[src/rtl/polarity_debounce.sv]
// WIDTH-channel synchroniser + debouncer with a run-time polarity mask on the output.
// Optional rise/fall pulses on filtered transitions: define POLARITY_DEBOUNCE_EDGE_EN.

module polarity_debounce_lane #(
  parameter int SYNC_STAGES     = 2,
  parameter int DEBOUNCE_CYCLES = 16,
  parameter bit INIT_LEVEL      = 1'b0
) (
  input  logic clk,
  input  logic resetn,
  input  logic a_i,
  input  logic invert_i,
  output logic y_o,
  output logic busy_o,
  output logic rise_o,
  output logic fall_o
);
  localparam int CNT_W = $clog2(DEBOUNCE_CYCLES + 1);
  localparam logic [CNT_W-1:0] CNT_MAX = CNT_W'(DEBOUNCE_CYCLES - 1);

  logic [SYNC_STAGES-1:0] sync_q;
  logic                   s;
  logic                   filt_q, filt_d;
  logic [CNT_W-1:0]       cnt_q, cnt_d;
  logic                   y_q, busy_q;

  assign s = sync_q[SYNC_STAGES-1];

  // Any cycle agreeing with the filtered level restarts the persistence count.
  always_comb begin
    filt_d = filt_q;
    cnt_d  = cnt_q;
    if (s == filt_q) begin
      cnt_d = '0;
    end else if (cnt_q == CNT_MAX) begin
      filt_d = s;
      cnt_d  = '0;
    end else begin
      cnt_d = cnt_q + CNT_W'(1);
    end
  end

  always_ff @(posedge clk or negedge resetn) begin
    if (!resetn) begin
      sync_q <= {SYNC_STAGES{INIT_LEVEL}};
      filt_q <= INIT_LEVEL;
      cnt_q  <= '0;
      y_q    <= INIT_LEVEL;
      busy_q <= 1'b0;
    end else begin
      sync_q <= {sync_q[SYNC_STAGES-2:0], a_i};
      filt_q <= filt_d;
      cnt_q  <= cnt_d;
      y_q    <= filt_d ^ invert_i;
      busy_q <= (cnt_d != '0);
    end
  end

  assign y_o    = y_q;
  assign busy_o = busy_q;

`ifdef POLARITY_DEBOUNCE_EDGE_EN
  // Edges are taken before inversion so mask changes never pulse.
  logic rise_q, fall_q;
  always_ff @(posedge clk or negedge resetn) begin
    if (!resetn) begin
      rise_q <= 1'b0;
      fall_q <= 1'b0;
    end else begin
      rise_q <= filt_d & ~filt_q;
      fall_q <= ~filt_d & filt_q;
    end
  end
  assign rise_o = rise_q;
  assign fall_o = fall_q;
`else
  assign rise_o = 1'b0;
  assign fall_o = 1'b0;
`endif

endmodule

module polarity_debounce #(
  parameter int WIDTH           = 1,
  parameter int SYNC_STAGES     = 2,
  parameter int DEBOUNCE_CYCLES = 16,
  parameter bit INIT_LEVEL      = 1'b0
) (
  input  logic             clk,
  input  logic             resetn,
  input  logic [WIDTH-1:0] a,
  input  logic [WIDTH-1:0] invert,
  output logic [WIDTH-1:0] y,
  output logic [WIDTH-1:0] busy,
  output logic [WIDTH-1:0] rise,
  output logic [WIDTH-1:0] fall
);

  for (genvar i = 0; i < WIDTH; i++) begin : g_lane
    polarity_debounce_lane #(
      .SYNC_STAGES    (SYNC_STAGES),
      .DEBOUNCE_CYCLES(DEBOUNCE_CYCLES),
      .INIT_LEVEL     (INIT_LEVEL)
    ) u_lane (
      .clk     (clk),
      .resetn  (resetn),
      .a_i     (a[i]),
      .invert_i(invert[i]),
      .y_o     (y[i]),
      .busy_o  (busy[i]),
      .rise_o  (rise[i]),
      .fall_o  (fall[i])
    );
  end

endmodule
[config.mk]
export PLATFORM = sky130hd
export DESIGN_NAME = polarity_debounce
export DESIGN_NICKNAME = d
export VERILOG_FILES = /design/src/rtl/polarity_debounce.sv
export SDC_FILE = /design/constraint.sdc
export NUM_CORES = 1
export LEC_CHECK = 0
export CAP_MARGIN = 10
export CELL_PAD_IN_SITES_DETAIL_PLACEMENT = 0
export CELL_PAD_IN_SITES_GLOBAL_PLACEMENT = 2
export CORE_AREA = 2 2 41 43
export DETAILED_ROUTE_END_ITERATION = 8
export DIE_AREA = 0 0 43 45
export MAX_ROUTING_LAYER = met4
export PLACE_DENSITY_LB_ADDON = 0.1
export SKIP_CTS_REPAIR_TIMING = 1
export SYNTH_ARGS = -nofsm -noshare
export SYNTH_HDL_FRONTEND = slang
export SYNTH_HIERARCHICAL = 1
export SYNTH_SLANG_ARGS = --single-unit
[constraint.sdc]
create_clock -name clk -period 1.8 [get_ports clk]
set_clock_uncertainty 0.15 [all_clocks]
set_input_delay 0.36 -clock clk [delete_from_list [all_inputs] [get_ports clk]]
set_output_delay 0.36 -clock clk [all_outputs]
set_load 0.05 [all_outputs]
## After elaboration in Yosys (flattened, before gate mapping)

Index checks and enable logic that the tools add are counted.

| word-level totals | value |
|---|---|
| register bits after elaboration | 10 |
| input port bits | 4 |
| output and inout port bits | 4 |
| word-level logic and storage cells | 14 |

| cells by class | value |
|---|---|
| add/sub/neg operators | 1 |
| equal/unequal tests | 2 |
| muxes and demuxes | 4 |
| bitwise gates (word level) | 1 |
| reductions and logical operators | 1 |

Operator list:

| kind | count |
|---|---|
| 5-bit two-way mux | 2 |
| 5-bit by 1-bit adder with 5-bit output (second input constant) | 1 |
| 5-bit by 4-bit == test with 1-bit output (second input constant) | 1 |
| 5-bit nonzero test | 1 |
| 1-bit two-way mux | 2 |
| 1-bit == test | 1 |
| 1-bit bitwise XOR | 1 |

## Longest topological paths before layout

Gate-level depths: netlist (run 1).

| logic depth | value |
|---|---|
| word-level depth | 4 |
| mapped depth | 4 |
| depth with buffers taken out | 4 |

## Worst setup path after synthesis (run 1)

Ideal clock, no wire load.

| path | value |
|---|---|
| kind | reg-to-reg |
| from | register g_lane[0].u_lane.cnt_q[0] |
| to | register g_lane[0].u_lane.busy_q |
| library setup time | 0.131 ns |
| arrival time | 1.373 ns |
| data required time | 1.519 ns |
| path slack | 0.146 ns |
| cell stages (with the launch flop) | 5 |
| buffers on the path | 0 |
| clock period less this slack | 1.654 ns |
| cell sequence | dfrtp_1 ha_1 or3_1 a2111oi_2 nor3_1 |

| between the ends | value |
|---|---|
| word-level cells in the longest chain between the ends | 4 |
| elaborated cells on any way between the ends | 5 |
| those cells by class | 1 x add/sub; 1 x eq/ne; 2 x mux; 1 x reduce/logical |

Ends and longest elaborated chain:

| what | line | text |
|---|---|---|
| start: declaration | 24 | `logic [CNT_W-1:0] cnt_q, cnt_d;` |
| start signal: assignment | 53 | `cnt_q <= cnt_d;` |
| 5-bit by 1-bit adder with 5-bit output or 5-bit by 4-bit == test with 1-bit output (tied branches) | 39, 35 |  |
| 5-bit two-way mux * | 35 | `end else if (cnt_q == CNT_MAX) begin` |
| 5-bit two-way mux * | 33 | `if (s == filt_q) begin` |
| 5-bit nonzero test * | 55 | `busy_q <= (cnt_d != '0);` |
| end signal: assignment | 55 |  |
| end: declaration | 25 | `logic y_q, busy_q;` |

Mark *: on every way between the ends. The rest lies on a longest branch, timed or not.

## Final worst setup path (run 1)

Ends and elaborated chain as after synthesis.

==> results of run 1 <==
==> synth_stat cells <==
master	count	area, µm²
and2_1	1	6.26
nand2_1	1	3.75
ha_1	1	12.5
nand3_1	2	10.0
buf_4	2	15.0
or3_1	1	6.26
a2111oi_2	1	15.0
mux2_2	1	11.3
and3_1	2	12.5
nor4_1	1	6.26
inv_1	2	7.51
dfrtp_1	10	250
conb_1	1	3.75
nand3b_1	1	7.51
nor3_1	1	5.00
nor2_1	2	7.51
xor2_1	4	35.0
nand4b_1	1	8.76
==> cells by family after synthesis <==
family,synth area share
muxes,0.0265
DFF,0.590
other,0.00884
AOI/OAI and AO/OA,0.0354
adders and majority gates,0.0295
buffers and inverters,0.0531
and+or+nand+nor,0.174
xor gates and xnor gates,0.0826
==> sequential cells by signal, indices dropped and copies added, names as in the netlist <==
signal / count
g_lane.u_lane/busy_o: 1
g_lane.u_lane/sync_q: 2
g_lane.u_lane/cnt_q: 5
g_lane.u_lane/y_o: 1
g_lane.u_lane/filt_q: 1
==> critical path, delay by kind of cell, from the launching register on <==
kind            cells  cell delay [ns]
compound gates      1             0.36
fa+ha+maj           1             0.24
flops               1             0.41
simple gates        2             0.41
==> report_power, final <==
part,switching [mW],total (mW),internal (mW)
Combinational,0.0405,0.0643,0.0238
Clock,0.0761,0.199,0.123
Sequential,0.00846,0.244,0.236
Total,0.125,0.507,0.382
==> stage by stage <==
stage / hold WS [ns] / power, mW / instance area [µm²] / setup slack [ns] / std cells
6_report: 0.208 / 0.507 / 522 / 0.101 / 60
5_1_grt: 0.218 / 0.543 / 522 / 0.0309 / 60
4_1_cts: 0.211 / 0.516 / 522 / 0.0939 / 60
3_5_place_dp: 0.197 / 0.313 / 485 / 0.114 / 56
3_3_place_gp: 0.188 / 0.313 / 485 / 0.111 / 56
2_1_floorplan: -0.0856 / 0.293 / 428 / 0.146 / 36
==> per-layer routing <==
metal | track usage | wire [µm] | vias to the layer above
li1 | - | - | 135
met2 | 0.130 | 337 | 9
met5 | - | 0 | -
met3 | 0.0720 | 52 | 0
met1 | 0.0916 | 252 | 138
met4 | 0.0364 | 0 | 0
==> worst max-delay path by stage <==
| stage | startpoint | to | slack [ns] | cells past startpoint |
|---|---|---|---|---|
| CTS | g_lane[0].u_lane/cnt_q[0] | g_lane[0].u_lane/busy_o | 0.09 | 4 |
| global placement | g_lane[0].u_lane/cnt_q[0] | g_lane[0].u_lane/busy_o | 0.11 | 4 |
| floorplan | g_lane[0].u_lane/cnt_q[0] | g_lane[0].u_lane/busy_o | 0.15 | 4 |
| global route | g_lane[0].u_lane/cnt_q[0] | g_lane[0].u_lane/busy_o | 0.03 | 4 |
| finish | g_lane[0].u_lane/cnt_q[0] | g_lane[0].u_lane/busy_o | 0.10 | 4 |
| detailed placement | g_lane[0].u_lane/cnt_q[0] | g_lane[0].u_lane/busy_o | 0.11 | 4 |
==> final cells by class <==
cell class | count | area share
clock buffers | 4 | 0.0695
inverters | 2 | 0.0144
multi-input cells | 22 | 0.297
flip-flops and latches | 10 | 0.480
well taps | 16 | 0.0384
repair buffers | 6 | 0.101
==> summary.txt, run 1 <==
first-pass GRT wire length = 1130 µm
clk buf depth = 2
P&R area growth vs syn = 23.0%
Tmin final = 1.70 ns
row cnt = 14
commonest non-fill, non-tap cell in the layout = dfrtp_1
ANT cells = 0
largest net degree at the start of global routing = 11
max cap viols = 0
Die Span X = 43 µm
Sum Neg Setup Slack = 0 ns
# fillers = 161
CP Capture Type = flop
gpl congestion = 0.640
most frequent cells in the layout = dfrtp_1, xor2_1, clkbuf_4, buf_4, clkdlybuf4s50_1
Sequential Area = 250 µm²
Die ar. = 1940 µm²
outcome = completed
Vias/cell = 4.70
H-Tree Depth = 1
HP Start = g_lane[0].u_lane/sync_q[0]
GR Overflow Total = 0
share of post-route cells with drive strength above 1 = 0.205
CTS tree = yes
initial antenna violation count = 0
worst-path fanout max = 4
Cells on Worst Hold Path = 0
post-synthesis cell type count = 18
Leakage Power = 0.261 nW
RR Startpoint = g_lane[0].u_lane/cnt_q[0]
routed via count = 282
total track usage = 0.0905
clock latency on the worst-skew pair = 0.27 ns
reg2reg end = g_lane[0].u_lane/busy_o
final-report max-slew violation count = 0
final worst-path cycle share = 0.944
worst min-delay path category = reg2reg
slowest CP cell = dfrtp_1
CTS Buf Count = 3
Sink Count = 10
synthesized flop and latch total = 10
Initial Utilization = 0.288
WS Path Type = reg2reg
Fin. Hold Viols = 0
R2R depth = 4
crit-path cells = ha_1 > or3_1 > a2111oi_2 > nor3_1
Post-Syn Instances = 35
Post-Syn Area = 424 µm²
Worst Setup Start Kind = flop
Multi-input gate area = 155 µm²
RSZ-0062 raised after global routing = no
Arr. time, crit path = 1.68 ns
DR DRC count = 0
Boundary Pins = 8
power density cells = 972 nW/µm²
clock slew at reported path FFs = 0.07 ns
Peak Freq = 589 MHz
Avg Cell Area, Syn = 12.1 µm²
DRC violation total after the first TritonRoute iteration = 4
endpoints failing setup = 0
hold worst-path end = g_lane[0].u_lane/sync_q[1]
Core Area = 1470 µm²
WL per Instance = 10.7 µm
die extent in y = 45 µm
flop2flop setup slack = 0.10 ns
antenna viol nets, final = 0
vias in the first global route = 275
max incr delay on CP = 0.41 ns
final design utilization = 0.355
Total Wirelength = 642 µm
CTS root buf = clkbuf_4
port bufs = 5
Worst IR Drop VDD = 0.000343 V
Synth Warn # = 6
Final #Nets = 50
drt pass-1 iters = 3
Seq/Total Area, Yosys = 0.590
worst path required time = 1.78 ns
Power figures use the tool's default switching activity.
==> run 2: changes to the inputs <==
--- a/config.mk
+++ b/config.mk
@@ -5,12 +5,13 @@
 export SDC_FILE = /design/constraint.sdc
 export NUM_CORES = 1
 export LEC_CHECK = 0
+export ABC_AREA = 1
 export CAP_MARGIN = 10
 export CELL_PAD_IN_SITES_DETAIL_PLACEMENT = 0
 export CELL_PAD_IN_SITES_GLOBAL_PLACEMENT = 2
-export CORE_AREA = 2 2 41 43
+export CORE_AREA = 2 2 45 47
 export DETAILED_ROUTE_END_ITERATION = 8
-export DIE_AREA = 0 0 43 45
+export DIE_AREA = 0 0 47 49
 export MAX_ROUTING_LAYER = met4
 export PLACE_DENSITY_LB_ADDON = 0.1
 export SKIP_CTS_REPAIR_TIMING = 1
==> summary.txt, run 2 <==
port bufs = 5 (unchanged)
drt pass-1 iters = 5 (+2)
gpl congestion = 0.693 (+8.2%)
Logic pwr share = 0.127 (about the same)
share of post-route cells with drive strength above 1 = 0.169 (-0.0353)
endpoints failing setup = 0 (unchanged)
Final Cell Area = 582 µm² (+12%)
final worst slack = 0.392 ns (+0.290 ns)
Worst Setup Start Kind = flop
Post-Syn Area = 478 µm² (+13%)
worst-path fanout max = 5 (+1)
worst path required time = 1.79 ns (about the same)
CTS Buf Count = 3 (unchanged)
post-synth top area cell = dfrtp_1
DRC violation total after the first TritonRoute iteration = 3 (-1)
CP Capture Type = flop
synthesized flop and latch total = 10 (unchanged)
Synth top area share = 0.524 (-0.0664)
Boundary Pins = 8 (unchanged)
tightest hold margin = 0.214 ns (+0.00536 ns)
power density cells = 870 nW/µm² (-10%)
WL per Instance = 9.10 µm (-15%)
Regs by FF count = g_lane.u_lane/cnt_q: 5 flops, g_lane.u_lane/sync_q: 2 flops
metal1 wirelength = 375 µm (+49%)
most frequent cells in the layout = nand2_1, inv_1, dfrtp_1
Vias/cell = 3.89 (-17%)
first-pass GRT wire length = 1470 µm (+30%)
GR Overflow Total = 0 (unchanged)
H-Tree Depth = 1 (unchanged)
post-synthesis cell type count = 14 (-4)
Sequential Area = 250 µm² (unchanged)
Top Layer Used = met4
Post-Syn Instances = 57 (+63%)
max reg flops = 5 (unchanged)
Synth Warn # = 6 (unchanged)
largest net degree at the start of global routing = 11 (unchanged)
ys async rst share = 1.00 (unchanged)
Fin. Hold Viols = 0 (unchanged)
row cnt = 16 (+2)
Worst IR Drop VDD = 0.000377 V (+9.9%)
Multi-input gate area = 179 µm² (+15%)
Leakage Power = 0.296 nW (+14%)
CTS tree = yes
die extent in y = 49 µm (+8.9%)
WS Path Type = reg2reg
final worst-path cycle share = 0.782 (-0.161)
# fillers = 213 (+32%)
CTS root buf = clkbuf_4
clock network power share = 0.389 (-0.003)
most numerous cell in the Yosys netlist = nand2_1
Avg Cell Area, Syn = 8.39 µm² (-31%)
worst min-delay path category = reg2reg
Met2 Wirelength = 417 µm (+24%)
max cap viols = 0 (unchanged)
Sink Count = 10 (unchanged)
routed via count = 358 (+27%)
Top reg by flops = g_lane.u_lane/cnt_q
Seq/Total Area, Yosys = 0.524 (-0.0664)
Final Non-Filler Cells = 92 (+53%)
ANT cells = 0 (unchanged)
Synth Flop Type = dfrtp_1
DR DRC count = 0 (unchanged)
clk buf depth = 2 (unchanged)
Total Wirelength = 837 µm (+30%)
total track usage = 0.0984 (+0.00794)
P&R area growth vs syn = 21.7%
RSZ-0062 raised after global routing = no
Sum Neg Setup Slack = 0 ns (unchanged)
vias in the first global route = 337 (+23%)
Place WS = 0.371 ns (+0.257 ns)
Design Power = 506 µW (-0.20%)
Net Sw Frac = 0.250 (+0.00342)
number of synthesized flops with an enable pin = 0 (unchanged)
antenna viol nets, final = 0 (unchanged)
Core Area = 1840 µm² (+25%)
Die Span X = 47 µm (+9.3%)
Final #Nets = 71 (+42%)
Initial Utilization = 0.260 (-0.0288)
initial antenna violation count = 0 (unchanged)
Post-DP HPWL = 673 µm
net switching power = 127 µW (+1.2%)
Peak Freq = 710 MHz (+21%)
Synth area leaders = dfrtp_1, nand2_1, inv_1
Die ar. = 2300 µm² (+19%)
commonest non-fill, non-tap cell in the layout = nand2_1
Cells after DPL = 88 (+57%)
most frequent cells after synthesis = nand2_1, dfrtp_1, inv_1
clock latency on the worst-skew pair = 0.26 ns (about the same)
placed inst area = 546 µm² (+12%)
Arr. time, crit path = 1.40 ns (-0.28 ns)
outcome = completed
Tmin final = 1.41 ns (-0.290 ns)
clock slew at reported path FFs = 0.07 ns (about the same)
met3 routed WL = 31 µm (-40%)
Reg power frac = 0.484 (+0.003)
final design utilization = 0.316 (-0.0387)
internal power = 379 µW (-0.65%)
final-report max-slew violation count = 0 (unchanged)
## run 2: changes by cell type after synthesis, moves of 3 or more
| cell | change |
|---|---|
| inv_1 | +8 |
| nand2_1 | +15 |
| nand2_2 | +3 |
| nor2_1 | +3 |
| xor2_1 | -4 |
## run 2: logic make-up (layout without fill, tap and decap cells)
| group | Yosys count | after routing | synth area share |
|---|---|---|---|
| AOI/OAI and AO/OA | 1 | 1 | 0.0157 |
| adders and majority gates | 1 | 1 | 0.0262 |
| buffers and inverters | 12 | 19 | 0.110 |
| DFF | 10 | 10 | 0.524 |
| other | 1 | 2 | 0.00785 |
| and+or+nand+nor | 32 | 32 | 0.317 |
## run 2: final timing paths
| kind | from | depth (start not counted) | end | slack [ns] |
|---|---|---|---|---|
| min in group asynchronous | resetn | 1 | g_lane[0].u_lane/cnt_q[2] | 0.26 |
| max in group asynchronous | resetn | 1 | g_lane[0].u_lane/filt_q | 0.94 |
| setup / recovery | g_lane[0].u_lane/cnt_q[0] | 6 | g_lane[0].u_lane/busy_o | 0.39 |
| hold / removal | g_lane[0].u_lane/sync_q[0] | 0 | g_lane[0].u_lane/sync_q[1] | 0.21 |
| hold reg to reg | g_lane[0].u_lane/sync_q[0] | 0 | g_lane[0].u_lane/sync_q[1] | 0.21 |
| setup reg to reg | g_lane[0].u_lane/cnt_q[0] | 6 | g_lane[0].u_lane/busy_o | 0.39 |
## run 2: power by group through the flow
| stage | Clock (mW) | Sequential (mW) | Combinational (mW) |
|---|---|---|---|
| after floorplan | 0 | 0.261 | 0.0328 |
| final | 0.197 | 0.245 | 0.0642 |
| after CTS | 0.208 | 0.245 | 0.0658 |
| after detailed placement | 0 | 0.249 | 0.0655 |
| after global placement | 0 | 0.249 | 0.0657 |
| after global routing | 0.223 | 0.246 | 0.0721 |
## run 2: area by class of cell
class                   instances  area share
flip-flops and latches         10       0.430
multi-input cells              36       0.308
inverters                      10      0.0645
repair buffers                  5      0.0774
well taps                      27      0.0581
clock buffers                   4      0.0624
## run 2: per-layer routing
layer | vias to the layer above | global-route usage
met2 | 9 | 0.132
li1 | 184 | -
met4 | 0 | 0.0556
met3 | 2 | 0.0556
met5 | - | -
met1 | 163 | 0.112
## run 2: worst max-delay path, cell delays in order, from the launching register on
cell,delay (ns)
dfrtp_1,0.41
ha_1,0.25
nand3_2,0.13
nor2_4,0.15
nor2_1,0.05
nand2_1,0.08
nand3_1,0.07
